**config.mk**
```make
export PLATFORM = sky130hd
export DESIGN_NAME = cic_comp_fir
export DESIGN_NICKNAME = d
export VERILOG_FILES = /design/src/rtl/cic_comp_fir.sv
export SDC_FILE = /design/constraint.sdc
export NUM_CORES = 1
export LEC_CHECK = 0
export CAP_MARGIN = 20
export CORE_ASPECT_RATIO = 1.5
export CORE_MARGIN = 1
export CORE_UTILIZATION = 35
export CTS_CLUSTER_DIAMETER = 60
export DETAILED_ROUTE_END_ITERATION = 16
export SYNTH_ARGS = -nofsm -noshare
export SYNTH_HDL_FRONTEND = slang
export SYNTH_SLANG_ARGS = --single-unit
```
**constraint.sdc**
```tcl
create_clock -name clk -period 26.4 [get_ports clk]
set_clock_uncertainty 0.2 [all_clocks]
set_input_delay 3.96 -clock clk [delete_from_list [all_inputs] [get_ports clk]]
set_output_delay 3.96 -clock clk [all_outputs]
set_load 0.01 [all_outputs]
```
**src/rtl/cic_comp_fir.sv**
```systemverilog
// Symmetric odd-length droop-compensation FIR behind the CIC decimator, time-multiplexed over one pre-add/MAC datapath.
// valid_out follows the accepting edge by H+1 cycles; samples arriving while busy are dropped and flagged with overrun.
module cic_comp_fir #(
    parameter int  DATA_WIDTH  = 16,
    parameter int  DATA_FRAC   = 15,
    parameter int  COEFF_WIDTH = 18,
    parameter int  COEFF_FRAC  = 16,
    parameter int  TAPS        = 7,
    localparam int H           = (TAPS + 1) / 2,
    localparam int AW          = $clog2(H),
    localparam int ACC_WIDTH   = DATA_WIDTH + 1 + COEFF_WIDTH + $clog2(H)
) (
    input  logic                          clk,
    input  logic                          rst_n,
    input  logic                          valid_in,
    input  logic                          bypass,
    input  logic signed [DATA_WIDTH-1:0]  fir_in,
    input  logic                          coeff_wr_en,
    input  logic [AW-1:0]                 coeff_addr,
    input  logic signed [COEFF_WIDTH-1:0] coeff_data,
    output logic signed [DATA_WIDTH-1:0]  fir_out,
    output logic                          valid_out,
    output logic                          busy,
    output logic                          overflow,
    output logic                          underflow,
    output logic                          overrun
);

    localparam int XW = $clog2(TAPS);
    localparam int PW = DATA_WIDTH + 1 + COEFF_WIDTH;
    // Products carry DATA_FRAC+COEFF_FRAC fraction bits; the output keeps DATA_FRAC of them.
    localparam int SHIFT = DATA_FRAC + COEFF_FRAC - DATA_FRAC;
    localparam logic signed [ACC_WIDTH-1:0] RND_HALF = ACC_WIDTH'(1) <<< (SHIFT - 1);
    localparam logic signed [ACC_WIDTH-1:0] SAT_MAX  = ACC_WIDTH'((64'sd1 <<< (DATA_WIDTH - 1)) - 64'sd1);
    localparam logic signed [ACC_WIDTH-1:0] SAT_MIN  = -SAT_MAX - ACC_WIDTH'(1);

    typedef enum logic [1:0] {S_IDLE, S_MAC, S_ROUND} state_t;

    function automatic logic signed [COEFF_WIDTH-1:0] default_coeff(input int idx);
        logic signed [COEFF_WIDTH-1:0] c;
        c = '0;
        if (H == 4) begin
            case (idx)
                0:       c = COEFF_WIDTH'(-2048);
                1:       c = COEFF_WIDTH'(4096);
                2:       c = COEFF_WIDTH'(-8192);
                default: c = COEFF_WIDTH'(77824);
            endcase
        end else if (idx == H - 1) begin
            c = COEFF_WIDTH'(1) <<< COEFF_FRAC;
        end
        return c;
    endfunction

    state_t                          state_q;
    logic [AW-1:0]                   k_q;
    logic signed [ACC_WIDTH-1:0]     acc_q;
    logic signed [DATA_WIDTH-1:0]    x_q     [TAPS];
    logic signed [COEFF_WIDTH-1:0]   coeff_q [H];
    logic signed [DATA_WIDTH-1:0]    fir_out_q;
    logic                            valid_out_q, overflow_q, underflow_q, overrun_q;

    logic [XW-1:0]                   tap_idx, mirror_idx;
    logic signed [DATA_WIDTH:0]      pre_add;
    logic signed [PW-1:0]            product;
    logic signed [ACC_WIDTH-1:0]     acc_d, rnd_sum, rnd_val;
    logic signed [DATA_WIDTH-1:0]    sat_val;
    logic                            sat_hi, sat_lo;

    always_comb begin
        tap_idx    = XW'(k_q);
        mirror_idx = XW'(TAPS - 1) - tap_idx;
        // The centre tap has no mirror partner, so it skips the pre-add.
        if (k_q == AW'(H - 1)) begin
            pre_add = (DATA_WIDTH + 1)'(x_q[tap_idx]);
        end else begin
            pre_add = (DATA_WIDTH + 1)'(x_q[tap_idx]) + (DATA_WIDTH + 1)'(x_q[mirror_idx]);
        end
        product = PW'(pre_add) * PW'(coeff_q[k_q]);
        acc_d   = acc_q + ACC_WIDTH'(product);
        rnd_sum = acc_q + RND_HALF;
        rnd_val = rnd_sum >>> SHIFT;
        sat_hi  = rnd_val > SAT_MAX;
        sat_lo  = rnd_val < SAT_MIN;
        if (sat_hi) begin
            sat_val = SAT_MAX[DATA_WIDTH-1:0];
        end else if (sat_lo) begin
            sat_val = SAT_MIN[DATA_WIDTH-1:0];
        end else begin
            sat_val = rnd_val[DATA_WIDTH-1:0];
        end
    end

    always_ff @(posedge clk or negedge rst_n) begin
        if (!rst_n) begin
            state_q     <= S_IDLE;
            k_q         <= '0;
            acc_q       <= '0;
            fir_out_q   <= '0;
            valid_out_q <= 1'b0;
            overflow_q  <= 1'b0;
            underflow_q <= 1'b0;
            overrun_q   <= 1'b0;
            for (int i = 0; i < TAPS; i++) x_q[i] <= '0;
            for (int i = 0; i < H; i++) coeff_q[i] <= default_coeff(i);
        end else begin
            valid_out_q <= 1'b0;
            overrun_q   <= 1'b0;
            // History also advances in bypass so filtering resumes without a fill transient.
            if (valid_in && (bypass || state_q == S_IDLE)) begin
                x_q[0] <= fir_in;
                for (int i = 1; i < TAPS; i++) x_q[i] <= x_q[i-1];
            end
            if (coeff_wr_en && !valid_in && state_q == S_IDLE && int'(coeff_addr) < H) begin
                coeff_q[coeff_addr] <= coeff_data;
            end
            if (bypass) begin
                state_q     <= S_IDLE;
                fir_out_q   <= fir_in;
                valid_out_q <= valid_in;
                overflow_q  <= 1'b0;
                underflow_q <= 1'b0;
            end else begin
                case (state_q)
                    S_IDLE: begin
                        if (valid_in) begin
                            acc_q   <= '0;
                            k_q     <= '0;
                            state_q <= S_MAC;
                        end
                    end
                    S_MAC: begin
                        acc_q     <= acc_d;
                        overrun_q <= valid_in;
                        if (k_q == AW'(H - 1)) begin
                            state_q <= S_ROUND;
                        end else begin
                            k_q <= k_q + 1'b1;
                        end
                    end
                    S_ROUND: begin
                        fir_out_q   <= sat_val;
                        overflow_q  <= sat_hi;
                        underflow_q <= sat_lo;
                        valid_out_q <= 1'b1;
                        overrun_q   <= valid_in;
                        state_q     <= S_IDLE;
                    end
                    default: state_q <= S_IDLE;
                endcase
            end
        end
    end

    assign fir_out   = fir_out_q;
    assign valid_out = valid_out_q;
    assign busy      = (state_q != S_IDLE);
    assign overflow  = overflow_q;
    assign underflow = underflow_q;
    assign overrun   = overrun_q;

endmodule

```
==> impl_metrics.csv <==
group,metric,value,unit
final_layout,final_common_cell,"inv_1",
critical_path,ff2ff_setup_slack,14780,ps
timing,worst_slack,14780,ps
detailed_routing,vias,17580,
detailed_routing,first_iter_violations,778,
final_layout,multi_input_area,17120,sq um
hold_path,hold_depth,2,
detailed_routing,wl,70280,um
floorplan,dieArea,73510,sq um
critical_path,critPathRequiredTime,26630,ps
global_route,grt_overflow,0,
detailed_routing,first_pass_iters,5,
floorplan,chipHeight,331.6,um
floorplan,start_util,0.3546,
critical_path,timing.rr.end,"acc_q[33]",
logic_synthesis,yosysWarningCount,0,
floorplan,rows,120,
logic_synthesis,yosys_register_bits,245,
placement,hpwl,55560,um
global_route,gr-usage-all-layers,0.1984,
global_route,antenna_found_initial,3,
logic_synthesis,synth-seq-area-share,0.2427,
final_layout,drive_gt1_frac,0.1433,
timing,fin_crit,11620,ps
hold_path,whs_endpoint,"acc_q[0]",
cts,cts_buffers,26,
placement,portBuffers,61,
timing,worst_slew_pin_slew,1162,ps
logic_synthesis,syn-instance-count,2429,
global_route,grt_start_max_net_pins,104,
logic_synthesis,synth_nets,2971,
floorplan,die_x,221.7,um
timing,hold_viol,0,
detailed_routing,wl_met2,37950,um
cts,post-cts-setup-buffer-count,0,
detailed_routing,top_layer,"met5",
detailed_routing,route.detailed.drc,0,
critical_path,cp_num_buf_inv,4,
critical_path,critPathLaunchType,"flip-flop",
global_route,grt_pass1_vias,19550,
timing,finalMaxSlewViolations,0,
run,drv_cap,0,
critical_path,reg2reg_from,"k_q[0]",
logic_synthesis,synth_ff_type,"dfrtp_1",
critical_path,slowest_stage,"ha_2",
logic_synthesis,synth.cell_area,25340,sq um
final_layout,final_cell_mix,"inv_1, fa_1, nand2_1",
detailed_routing,dr_wl_met3,2190,um
critical_path,cp_top_family,"adder cells",
timing,setup_viol,0,
critical_path,cp_max_fo,48,
hold_path,min_from,"acc_q[0]",
placement,dp_slack,14740,ps
timing,max_freq,0.08607,GHz
critical_path,cp_common_cell,"fa_1",
final_layout,syn2layout_area_growth,9.795,%
outcome,status,"completed",
critical_path,critical_path.endpoint_type,"flip-flop",
detailed_routing,wire_per_inst,20.76,um
critical_path,worst-r2r-cell-count,34,
logic_synthesis,yosysUniqueCellTypes,68,
floorplan,pin_count,62,
detailed_routing,wl_met1,25620,um
floorplan,core,71470,sq um
global_route,grt_pass1_wl,112500,um
cts,clk_pin_slew_worst_paths,70,ps
timing,fin_setup_tns,0,ps
final_layout,diodes,0,
final_layout,regArea,6156,sq um
final_layout,fillers,7047,
cts,cts_root_buf,"clkbuf_16",
timing,slew_headroom,0.2250,
critical_path,max_stage_delay,1080,ps
cts,cts_resized,0,
cts,cts_tree,"yes",
critical_path,cp.arrival,11850,ps
timing,rsz0062_at_grt,"no",
timing,finalCritPeriodShare,0.4401,
cts,htree_num_levels,1,
logic_synthesis,synthArstFlopShare,1.000,
cts,cts.sinks,245,
cts,clkLatencyLatePin,600,ps
critical_path,crit_type,"reg -> reg",
hold_path,hp-class,"reg -> reg",
placement,place_congestion,0.9064,
detailed_routing,vias_per_cell,5.194,
logic_synthesis,synth_edf_count,0,
detailed_routing,drtAntennaViolNets,0,
final_layout,nets,2993,
cts,cts_buffer_depth,3,
logic_synthesis,syn_avg_cell_area,10.43,sq um
cts,ctsHoldBuffers,0,
[worst max-delay path by stage]
| stage | start | to | slack (ps) | depth (start not counted) |
|---|---|---|---|---|
| after floorplan | k_q[0] | acc_q[29] | 16790 | 40 |
| after CTS | k_q[0] | acc_q[29] | 14680 | 34 |
| after global routing | k_q[0] | acc_q[33] | 14010 | 34 |
| after global placement | k_q[0] | acc_q[33] | 14710 | 34 |
| final | k_q[0] | acc_q[33] | 14780 | 34 |
| after detailed placement | k_q[0] | acc_q[29] | 14740 | 34 |
[sequential cells by signal, summed over array words and instances, names as in the netlist]
name and count:
coeff_q 72, fir_out 16, x_q 112, state_q 2
overflow 1, overrun 1, k_q 2, underflow 1
valid_out 1, acc_q 37
[Yosys cell counts, drive strengths merged, types with 6 or more instances]
library cell  count  share of area
fa              372           0.29
inv             453          0.067
buf              26         0.0058
nand2           273          0.040
o31ai             6         0.0020
a21oi            67          0.014
o21a             16         0.0047
nand3            22         0.0043
dfrtp           229           0.23
and2             43          0.011
mux2i            30          0.012
xor2             23         0.0079
o21ai            65          0.013
nor2b             6         0.0015
nand2b            9         0.0022
mux4             42          0.037
clkbuf           71          0.011
dfstp            16          0.017
o22ai            17         0.0042
nand4             9         0.0022
and3              7         0.0017
ha              129          0.064
nor2            150          0.022
o211ai            6         0.0018
mux2            194          0.086
nor3             12         0.0028
xnor2            44          0.015
a21o             19         0.0056
a211oi           21         0.0064
[layer usage]
| layer | vias to the layer above | track usage |
|---|---|---|
| met2 | 403 | 0.3733 |
| met4 | 4 | 0.1120 |
| li1 | 7760 | - |
| met1 | 9229 | 0.2152 |
| met5 | - | 0 |
| met3 | 187 | 0.01975 |
[logic make-up after synthesis]
kind of cell | count (synthesis) | synth area share
compound gates | 251 | 0.06433
xor+xnor | 67 | 0.02315
buf+inv | 551 | 0.08353
fa+ha+maj | 501 | 0.3575
simple gates | 548 | 0.09336
flops | 245 | 0.2427
mux | 266 | 0.1354
[worst reg2reg max path: cells and delay by family (launching register included)]
kind / cells / cell delay, ps
compound gates: 14 / 3350
xor+xnor: 1 / 190
fa+ha+maj: 10 / 4990
buf+inv: 4 / 220
flops: 1 / 720
simple gates: 5 / 1750
[stage by stage]
step                hold slack, ps  cell area (sq um)    util  cells
finish                       285.3              27830  0.3893   3385
global route                 321.4              27830  0.3893   3385
CTS                          295.1              27810  0.3891   3384
detailed placement           280.4              26960  0.3773   3337
global placement             257.0              26950  0.3771   3336
floorplan                    245.3              25340       -   2429
[area by class of cell]
class | instances | share of cell area
repair buffers | 91 | 0.03080
clock buffers | 38 | 0.02608
flip-flops and latches | 245 | 0.2212
well taps | 915 | 0.04114
clock inverters | 9 | 0.004227
inverters | 454 | 0.06124
multi-input cells | 1633 | 0.6153
Power is not shown: default switching activity piles up to over one toggle a cycle in this logic, so the estimate is an artifact.
